===== config.mk =====
export PLATFORM = sky130hd
export DESIGN_NAME = memory_access_sequencer
export DESIGN_NICKNAME = d
export VERILOG_FILES = /design/src/rtl/mem_ctrl_pkg.sv /design/src/rtl/access_timer.sv /design/src/rtl/memory_access_sequencer.sv
export SDC_FILE = /design/constraint.sdc
export NUM_CORES = 1
export LEC_CHECK = 0
export CAP_MARGIN = 20
export CORE_AREA = 5 5 42 44
export CTS_BUF_LIST = sky130_fd_sc_hd__clkbuf_4
export DETAILED_ROUTE_END_ITERATION = 10
export DIE_AREA = 0 0 47 49
export GPL_ROUTABILITY_DRIVEN = 0
export HOLD_SLACK_MARGIN = 0.02
export PLACE_DENSITY = 0.81
export SETUP_SLACK_MARGIN = 0.5
export SLEW_MARGIN = 20
export SYNTH_ARGS = -nofsm -noshare
export SYNTH_HDL_FRONTEND = slang
export SYNTH_SLANG_ARGS = --single-unit

===== constraint.sdc =====
create_clock -name clk -period 3.1 [get_ports clk]
set_clock_uncertainty 0.2 [all_clocks]
set_input_delay 0.62 -clock clk [delete_from_list [all_inputs] [get_ports clk]]
set_output_delay 0.62 -clock clk [all_outputs]
set_load 0.03 [all_outputs]

===== src/rtl/mem_ctrl_pkg.sv =====
// Shared definitions for the memory access sequencer: FSM encoding,
// strobe-timer width and the default strobe length.
package mem_ctrl_pkg;

    typedef enum logic [2:0] {
        ST_IDLE   = 3'd0,
        ST_SETUP  = 3'd1,
        ST_STROBE = 3'd2,
        ST_HOLD   = 3'd3,
        ST_RESP   = 3'd4
    } state_t;

    localparam int STROBE_CYCLES_DEF = 2;
    localparam int TIMER_W           = 4;

    // The timer counts down to zero, so it is loaded with one less than the strobe length.
    function automatic logic [TIMER_W-1:0] strobe_load(input int cycles);
        int c;
        c = cycles - 1;
        return c[TIMER_W-1:0];
    endfunction

endpackage


===== src/rtl/access_timer.sv =====
// Down-counter timing the select strobe; done flags that the count has reached zero.
module access_timer
    import mem_ctrl_pkg::*;
(
    input  logic               clk,
    input  logic               rst_n,
    input  logic               load,
    input  logic [TIMER_W-1:0] load_val,
    input  logic               en,
    output logic               done,
    output logic [TIMER_W-1:0] count
);

    always_ff @(posedge clk or negedge rst_n) begin
        if (!rst_n) begin
            count <= '0;
        end else if (load) begin
            count <= load_val;
        end else if (en) begin
            count <= count - 1'b1;
        end
    end

    assign done = (count == '0);

endmodule


===== src/rtl/memory_access_sequencer.sv =====
// Sequences single read/write accesses to a small bitcell array (SETUP, STROBE, HOLD, RESP).
// Optional macro WRITE_VERIFY_EN adds a read-back verify pass after every write.
module memory_access_sequencer
    import mem_ctrl_pkg::*;
#(
    parameter int STROBE_CYCLES = STROBE_CYCLES_DEF,
    parameter int DATA_W        = 1
) (
    input  logic              clk,
    input  logic              rst_n,
    input  logic              req_valid,
    output logic              req_ready,
    input  logic              req_write,
    input  logic [2:0]        req_addr,
    input  logic [DATA_W-1:0] req_wdata,
    output logic              rsp_valid,
    output logic [DATA_W-1:0] rsp_rdata,
    output logic              rsp_err,
    output logic              adr0,
    output logic              adr1,
    output logic              adr2,
    output logic              select,
    output logic              wr_en,
    output logic [DATA_W-1:0] mem_wdata,
    input  logic [DATA_W-1:0] mem_rdata
);

    localparam logic [TIMER_W-1:0] STROBE_LOAD = strobe_load(STROBE_CYCLES);

    state_t              state, state_nx;
    logic [2:0]          addr_p0;
    logic                write_p0;
    logic [DATA_W-1:0]   wdata_p0;
    logic [DATA_W-1:0]   rdata_p1;
    logic [DATA_W-1:0]   rsp_rdata_r;
    logic                accept, capture, resp_load;
    logic                t_load, t_en, t_done;
    logic [TIMER_W-1:0]  t_count;
`ifdef WRITE_VERIFY_EN
    logic                vfy_p0, turn_p0, rsp_err_r;
`endif

    assign accept    = (state == ST_IDLE) && req_valid;
    assign t_load    = (state == ST_SETUP);
    assign t_en      = (state == ST_STROBE) && (t_count != '0);
    assign resp_load = (state == ST_HOLD) && (state_nx == ST_RESP);
`ifdef WRITE_VERIFY_EN
    assign capture   = (state == ST_STROBE) && t_done && (!write_p0 || vfy_p0);
`else
    assign capture   = (state == ST_STROBE) && t_done && !write_p0;
`endif

    access_timer u_timer (
        .clk      (clk),
        .rst_n    (rst_n),
        .load     (t_load),
        .load_val (STROBE_LOAD),
        .en       (t_en),
        .done     (t_done),
        .count    (t_count)
    );

    always_ff @(posedge clk or negedge rst_n) begin
        if (!rst_n) state <= ST_IDLE;
        else        state <= state_nx;
    end

    always_comb begin
        state_nx = state;
        unique case (state)
            ST_IDLE:   if (req_valid) state_nx = ST_SETUP;
            ST_SETUP:  state_nx = ST_STROBE;
            ST_STROBE: if (t_done) state_nx = ST_HOLD;
`ifdef WRITE_VERIFY_EN
            // A write holds one extra turnaround cycle before re-running SETUP/STROBE/HOLD as a read.
            ST_HOLD:   if (write_p0 && !vfy_p0) state_nx = turn_p0 ? ST_SETUP : ST_HOLD;
                       else                     state_nx = ST_RESP;
`else
            ST_HOLD:   state_nx = ST_RESP;
`endif
            ST_RESP:   state_nx = ST_IDLE;
            default:   state_nx = ST_IDLE;
        endcase
    end

    always_comb begin
        req_ready = (state == ST_IDLE);
        select    = (state == ST_STROBE);
        rsp_valid = (state == ST_RESP);
`ifdef WRITE_VERIFY_EN
        wr_en     = (state == ST_STROBE) && write_p0 && !vfy_p0;
`else
        wr_en     = (state == ST_STROBE) && write_p0;
`endif
    end

    // Request registers, strobe capture and response registers
    always_ff @(posedge clk or negedge rst_n) begin
        if (!rst_n) begin
            addr_p0     <= '0;
            write_p0    <= 1'b0;
            wdata_p0    <= '0;
            rdata_p1    <= '0;
            rsp_rdata_r <= '0;
`ifdef WRITE_VERIFY_EN
            vfy_p0      <= 1'b0;
            turn_p0     <= 1'b0;
            rsp_err_r   <= 1'b0;
`endif
        end else begin
            if (accept) begin
                addr_p0  <= req_addr;
                write_p0 <= req_write;
                wdata_p0 <= req_wdata;
`ifdef WRITE_VERIFY_EN
                vfy_p0   <= 1'b0;
                turn_p0  <= 1'b0;
`endif
            end
            if (capture) rdata_p1 <= mem_rdata;
`ifdef WRITE_VERIFY_EN
            if (state == ST_HOLD && write_p0 && !vfy_p0) begin
                if (!turn_p0) turn_p0 <= 1'b1;
                else          vfy_p0  <= 1'b1;
            end
            if (resp_load) rsp_err_r <= write_p0 && (rdata_p1 != wdata_p0);
`endif
            if (resp_load && !write_p0) rsp_rdata_r <= rdata_p1;
        end
    end

    assign {adr0, adr1, adr2} = addr_p0;
    assign mem_wdata          = wdata_p0;
    assign rsp_rdata          = rsp_rdata_r;
`ifdef WRITE_VERIFY_EN
    assign rsp_err            = rsp_err_r;
`else
    assign rsp_err            = 1'b0;
`endif

endmodule


==> results of run 1 <==
[critical path, cell delays in order (launching register included)]
cell             delay (ns)
dfrtp_1                0.42
or3b_4                 0.45
inv_2                  0.11
and2_1                 0.13
clkdlybuf4s15_2        0.29
[flip-flops by register name, indices dropped and copies added (netlist names)]
register and cells:
u_timer.count 4, addr_p0 3, state 3, mem_wdata 1
rdata_p1 1, rsp_rdata 1, write_p0 1
[logic make-up after synthesis]
group / count (synthesis) / share of synthesized area (%)
AO/OA/AOI/OAI: 6 / 5.849
adder cells (fa/ha/maj): 1 / 1.949
buffers and inverters: 6 / 4.288
flip-flops: 14 / 54.58
multiplexers: 8 / 13.84
other: 1 / 0.5842
AND/OR/NAND/NOR: 19 / 18.91
[how the worst max path moves through the flow]
stage,endpoint,slack [ns],cells past startpoint
6_report,wr_en,0.61,4
5_1_grt,wr_en,0.51,4
4_1_cts,wr_en,0.51,4
3_5_place_dp,wr_en,0.40,4
3_3_place_gp,wr_en,0.46,4
2_1_floorplan,wr_en,0.77,4
[metrics by stage]
stage	cell area, um^2	hold slack, ns	std cells
detailed placement	815.8	0.2941	85
finish	847.1	0.3092	89
CTS	842.1	0.3146	89
global route	847.1	0.3362	89
global placement	815.8	0.2902	85
floorplan	641.9	0.1244	55
[final cells by class]
class                   instances  area (um^2)
repair buffers                 17        172.7
clock inverters                 1        3.754
inverters                       3        11.26
multi-input cells              35        266.5
well taps                      16        20.02
fillers                       115        554.3
flip-flops and latches         14        350.3
clock buffers                   3        22.52
[per-layer routing]
| layer | global-route usage (%) | routed length, um | vias up |
|---|---|---|---|
| li1 | - | - | 228 |
| met1 | 15.15 | 508 | 211 |
| met2 | 19.00 | 550 | 15 |
| met3 | 4.428 | 82 | 4 |
| met4 | 8.295 | 20 | 0 |
| met5 | 0 | 0 | - |
[where the power goes]
| part | leakage [nW] | internal [mW] | total (mW) | switching [mW] |
|---|---|---|---|---|
| clock network | 0.0154 | 0.0466 | 0.103 | 0.0559 |
| logic | 0.204 | 0.222 | 0.477 | 0.255 |
| registers | 0.173 | 0.266 | 0.322 | 0.0560 |
| total | 0.393 | 0.534 | 0.902 | 0.367 |
[cell usage in the layout, fill, tap and decap left out, types with 2 or more instances in the layout]
cell type and count:
and2_1 2, dfrtp_1 14, nand2_1 2, inv_1 2
or3b_2 2, clkbuf_4 3, nor3_1 3, clkdlybuf4s50_1 14
mux2_2 7, nand3_1 3, nor3b_1 2, o21ai_0 2
==> impl_metrics.yaml, run 1 <==
status:
  status: "completed"
cells_and_area:
  antenna_cells: 0
  fin_util_pct: 60.45
  final_nets: 84
  drive_above_1_share_pct: 21.92
  syn_to_final_growth_pct: 31.97
sta:
  fmax_mhz: 402.2
  min_period_over_period_pct: 80.19
  hold_viol: 0
  slew_violations: 0
  setup_viol: 0
  grt_setup_unrepaired: "no"
  worstMarginPinSlew_ns: 0.6014
  fin_ws_ns: 0.6140
  slew_headroom_pct: 59.78
  tns_ns: 0
  finalCriticalPeriod_ns: 2.486
global_route:
  grt_pass1_vias: 484
  grt_pass1_wl_mm: 2.083
  antenna_found_initial: 0
  grt.total_usage_pct: 12.84
  grt-ovfl-total: 0
  grt_max_degree: 15
yosys:
  ys_warn_count: 0
  ys_types: 25
  ys_seq_area_share_pct: 54.58
  async_flop_share_pct: 100.0
  syn_area_um2: 641.9
  synth_top_area_share_pct: 54.58
  synth-seq-cells: 14
  synth_edf_count: 0
  synthTopCellsByArea: "dfrtp_1, mux2_2, or3b_2, nand3_1, nor3_1"
  synth_ff_type: "dfrtp_1"
  synth.most_common_cell: "dfrtp_1"
  syn_nets: 65
  yosys-top-cells-count: "dfrtp_1, mux2_2, inv_1, nand3_1, nor3_1"
  avgSynthCellArea_um2: 11.67
  synth_cells: 55
  yosysTopAreaCell: "dfrtp_1"
route:
  vias: 458
  firstDrtPassIters: 1
  ant_nets: 0
  viasPerCell: 5.146
  drc: 0
  drt_iter0_drc: 0
  wl_mm: 1.161
  wire_per_inst_um: 13.04
clock_network:
  hold_buffers: 0
  cts_buffer_depth: 2
  ctsResizeCount: 5
  cts-root-buf: "clkbuf_4"
  clock_sinks: 14
  cts_buffers: 3
  clock_latency_ns: 0.28
  clk_pin_slew_ns: 0.08
  h-tree-depth: 1
  cts_setup_buffers: 0
  cts_tree: "built"
floorplan:
  fp.dieW_um: 47
  initial_utilization_pct: 45.80
  ios: 19
  die_h_um: 49
  die-area_um2: 2303
  core_um2: 1401
  rows: 14
setup_path:
  cp_max_fo: 7
  path_class: "reg -> out"
  regToRegEndpoint: "rdata_p1"
  startpoint_type: "flip-flop"
  cp-startpoint: "state[0]"
  cp.required_ns: 2.28
  worstPathArrival_ns: 1.67
  worst_r2r_startpoint: "u_timer.count[0]"
  reg2reg_depth: 5
  rrSetupSlack_ns: 1.10
  end_kind: "output port"
power_and_ir_drop:
  power.density_nw_per_um2: 1064
  ir_worst_vdd_mv: 0.7472
  power_uw: 901.5
  leakage_nw: 0.3926
place:
  port_buffers: 17
  dp_slack_ns: 0.4014
  hpwl_um: 892.6
worst_hold_path:
  min_from: "rsp_rdata"
  hold_class: "reg -> reg"
  hold_path_depth: 1
  worstHoldEndpoint: "rsp_rdata"
job:
  cap_violations: 0
Note: power is estimated with default switching activity, not from simulation.
==> inputs of run 2 (changes only) <==
--- a/config.mk
+++ b/config.mk
@@ -6,13 +6,13 @@
 export NUM_CORES = 1
 export LEC_CHECK = 0
 export CAP_MARGIN = 20
-export CORE_AREA = 5 5 42 44
+export CORE_MARGIN = 5
+export CORE_UTILIZATION = 47
 export CTS_BUF_LIST = sky130_fd_sc_hd__clkbuf_4
 export DETAILED_ROUTE_END_ITERATION = 10
-export DIE_AREA = 0 0 47 49
 export GPL_ROUTABILITY_DRIVEN = 0
 export HOLD_SLACK_MARGIN = 0.02
-export PLACE_DENSITY = 0.81
+export PLACE_DENSITY = 0.8
 export SETUP_SLACK_MARGIN = 0.5
 export SLEW_MARGIN = 20
 export SYNTH_ARGS = -nofsm -noshare
==> constraint.sdc (replaced) <==
create_clock -name clk -period 2.3 [get_ports clk]
set_clock_uncertainty 0.2 [all_clocks]
set_input_delay 0.46 -clock clk [delete_from_list [all_inputs] [get_ports clk]]
set_output_delay 0.46 -clock clk [all_outputs]
set_load 0.03 [all_outputs]
==> run 2 against run 1 <==
  * Cell count up 10%
  * Worst setup slack worse by 0.43 ns
  * Non-clock buffer count is 10 higher
  * Sequential share of layout area decreased by 5.0 points
  * Global-route usage rose by 1.9 points
  * Count of clock-buffer cells in the layout unchanged
  * Power is 59% higher
  * Sequential cell count did not move
  * Critical path depth unchanged
  * Highest routed layer unchanged
==> impl_metrics.yaml, run 2 (synthesis results as in run 1) <==
power_and_ir_drop:
  sw_frac_of_total_pct: 40.49
  ir_worst_vdd_mv: 0.8938
  power.density_nw_per_um2: 1484
  leakage_nw: 0.4535
  power.switching_uw: 579.6
  internal_power_uw: 851.8
  pwr-share-clk_pct: 10.0
  pwr-share-seq_pct: 30.0
  p_comb_share_pct: 60.1
cells_and_area:
  reg_top3: "u_timer.count (4), addr_p0 (3), state (3)"
  final_cell_mix: "dfrtp_1, clkdlybuf4s50_1, buf_4, mux2_2, buf_6"
  top_register: "u_timer.count"
  fin_util_pct: 74.13
  drive_above_1_share_pct: 43.37
  antenna_cells: 0
  mostFrequentLayoutCell: "dfrtp_1"
  final_cells: 98
  final_nets: 94
  syn_to_final_growth_pct: 50.29
  largest_reg_flops: 4
floorplan:
  ios: 19
  initial_utilization_pct: 49.33
  die_h_um: 46.96
  fp.dieW_um: 46.96
  die-area_um2: 2205
  core_um2: 1301
  rows: 13
setup_path:
  worstPathArrival_ns: 1.46
  worstPathCellList: "or3b_4, clkinvlp_4, and2_4, buf_6"
  crit_family: "simple AND/OR/NAND/NOR gates"
  end_kind: "output port"
  startpoint_type: "flip-flop"
  cp.depth: 4
  rrSetupSlack_ns: 0.27
  worst_r2r_startpoint: "state[0]"
  cp.required_ns: 1.64
  critPathBufInv: 2
  regToRegEndpoint: "rdata_p1"
  critPathMaxStageDelay_ns: 0.43
  slowest_stage: "or3b_4"
  path_class: "reg -> out"
  reg2reg_depth: 6
  cp_max_fo: 3
route:
  ant_nets: 0
  drc: 0
  wire_per_inst_um: 14.61
  wl_mm: 1.432
  drt_iter0_drc: 8
  vias: 528
  firstDrtPassIters: 4
  viasPerCell: 5.388
place:
  hpwl_um: 905
  dp_slack_ns: 0.2614
  place_inst: 84
  port_buffers: 17
status:
  status: "completed"
sta:
  tns_ns: 0
  finalCriticalPeriod_ns: 2.118
  fmax_mhz: 472.1
  worstMarginPinSlew_ns: 0.6414
  slew_headroom_pct: 57.10
  min_period_over_period_pct: 92.10
  hold_viol: 0
  setup_viol: 0
  grt_setup_unrepaired: "yes"
  slew_violations: 0
  fin_ws_ns: 0.1817
clock_network:
  clock_sinks: 14
  cts_buffers: 3
  cts-root-buf: "clkbuf_4"
  clk_pin_slew_ns: 0.08
  clock_latency_ns: 0.28
  cts_buffer_depth: 2
  hold_buffers: 0
  cts_tree: "built"
  h-tree-depth: 1
worst_hold_path:
  hold_path_depth: 1
  worstHoldEndpoint: "addr_p0[2]"
  hold_class: "reg -> reg"
  min_from: "addr_p0[2]"
global_route:
  grt.total_usage_pct: 14.77
  antenna_found_initial: 0
  grt_max_degree: 15
  grt_pass1_wl_mm: 2.263
  grt_pass1_vias: 506
  grt-ovfl-total: 0
job:
  cap_violations: 0
[run 2: worst max-delay path by stage]
| stage | from | endpoint | slack, ns |
|---|---|---|---|
| floorplan | state[2] | wr_en | 0.33 |
| global placement | state[2] | wr_en | 0.26 |
| detailed placement | state[2] | wr_en | 0.26 |
| CTS | state[0] | wr_en | 0.21 |
| global route | state[0] | wr_en | 0.13 |
| finish | state[0] | wr_en | 0.18 |
[run 2: worst register-to-register path: stages (launching register included)]
cell	delay, ns
dfrtp_1	0.40
or3b_4	0.43
buf_4	0.15
buf_6	0.10
buf_6	0.12
nor3_2	0.17
mux2_2	0.36
[run 2: cell type report]
type / instances / area [um^2]
repair buffers: 27 / 251.5
clock buffers: 3 / 22.52
flip-flops and latches: 14 / 350.3
multi-input cells: 35 / 302.8
well taps: 15 / 18.77
clock inverters: 1 / 3.754
inverters: 3 / 15.01
fillers: 92 / 336.6
[run 2: metal layers]
| metal | up-vias | routed length, um | global-route usage, % |
|---|---|---|---|
| met5 | - | 0 | 0 |
| met4 | 0 | 49 | 8.287 |
| met3 | 6 | 110 | 4.981 |
| met2 | 23 | 641 | 22.49 |
| met1 | 252 | 630 | 18.31 |
| li1 | 247 | - | - |
[run 2: power groups by stage]
stage                     combinational (mW)  sequential (mW)  clock, mW
after floorplan                        0.385            0.514          0
after global placement                 0.648            0.439          0
after detailed placement               0.655            0.444          0
after CTS                              0.754            0.423      0.146
after global routing                   0.927            0.445      0.155
final                                  0.860            0.429      0.143
[run 2: timing repair]
item,4_1_cts,5_1_grt
pin swaps,3,2
buffers inserted,7,3
gates resized for setup,23,9
setup endpoints to repair,11,7
[run 2: metrics by stage]
step / instance area, um^2 / hold WS [ns] / total power, mW
floorplan: 661.9 / -0.03559 / 0.8994
global placement: 820.8 / 0.2889 / 1.088
detailed placement: 820.8 / 0.2963 / 1.099
CTS: 907.1 / 0.3104 / 1.322
global route: 964.7 / 0.3365 / 1.527
finish: 964.7 / 0.3034 / 1.431
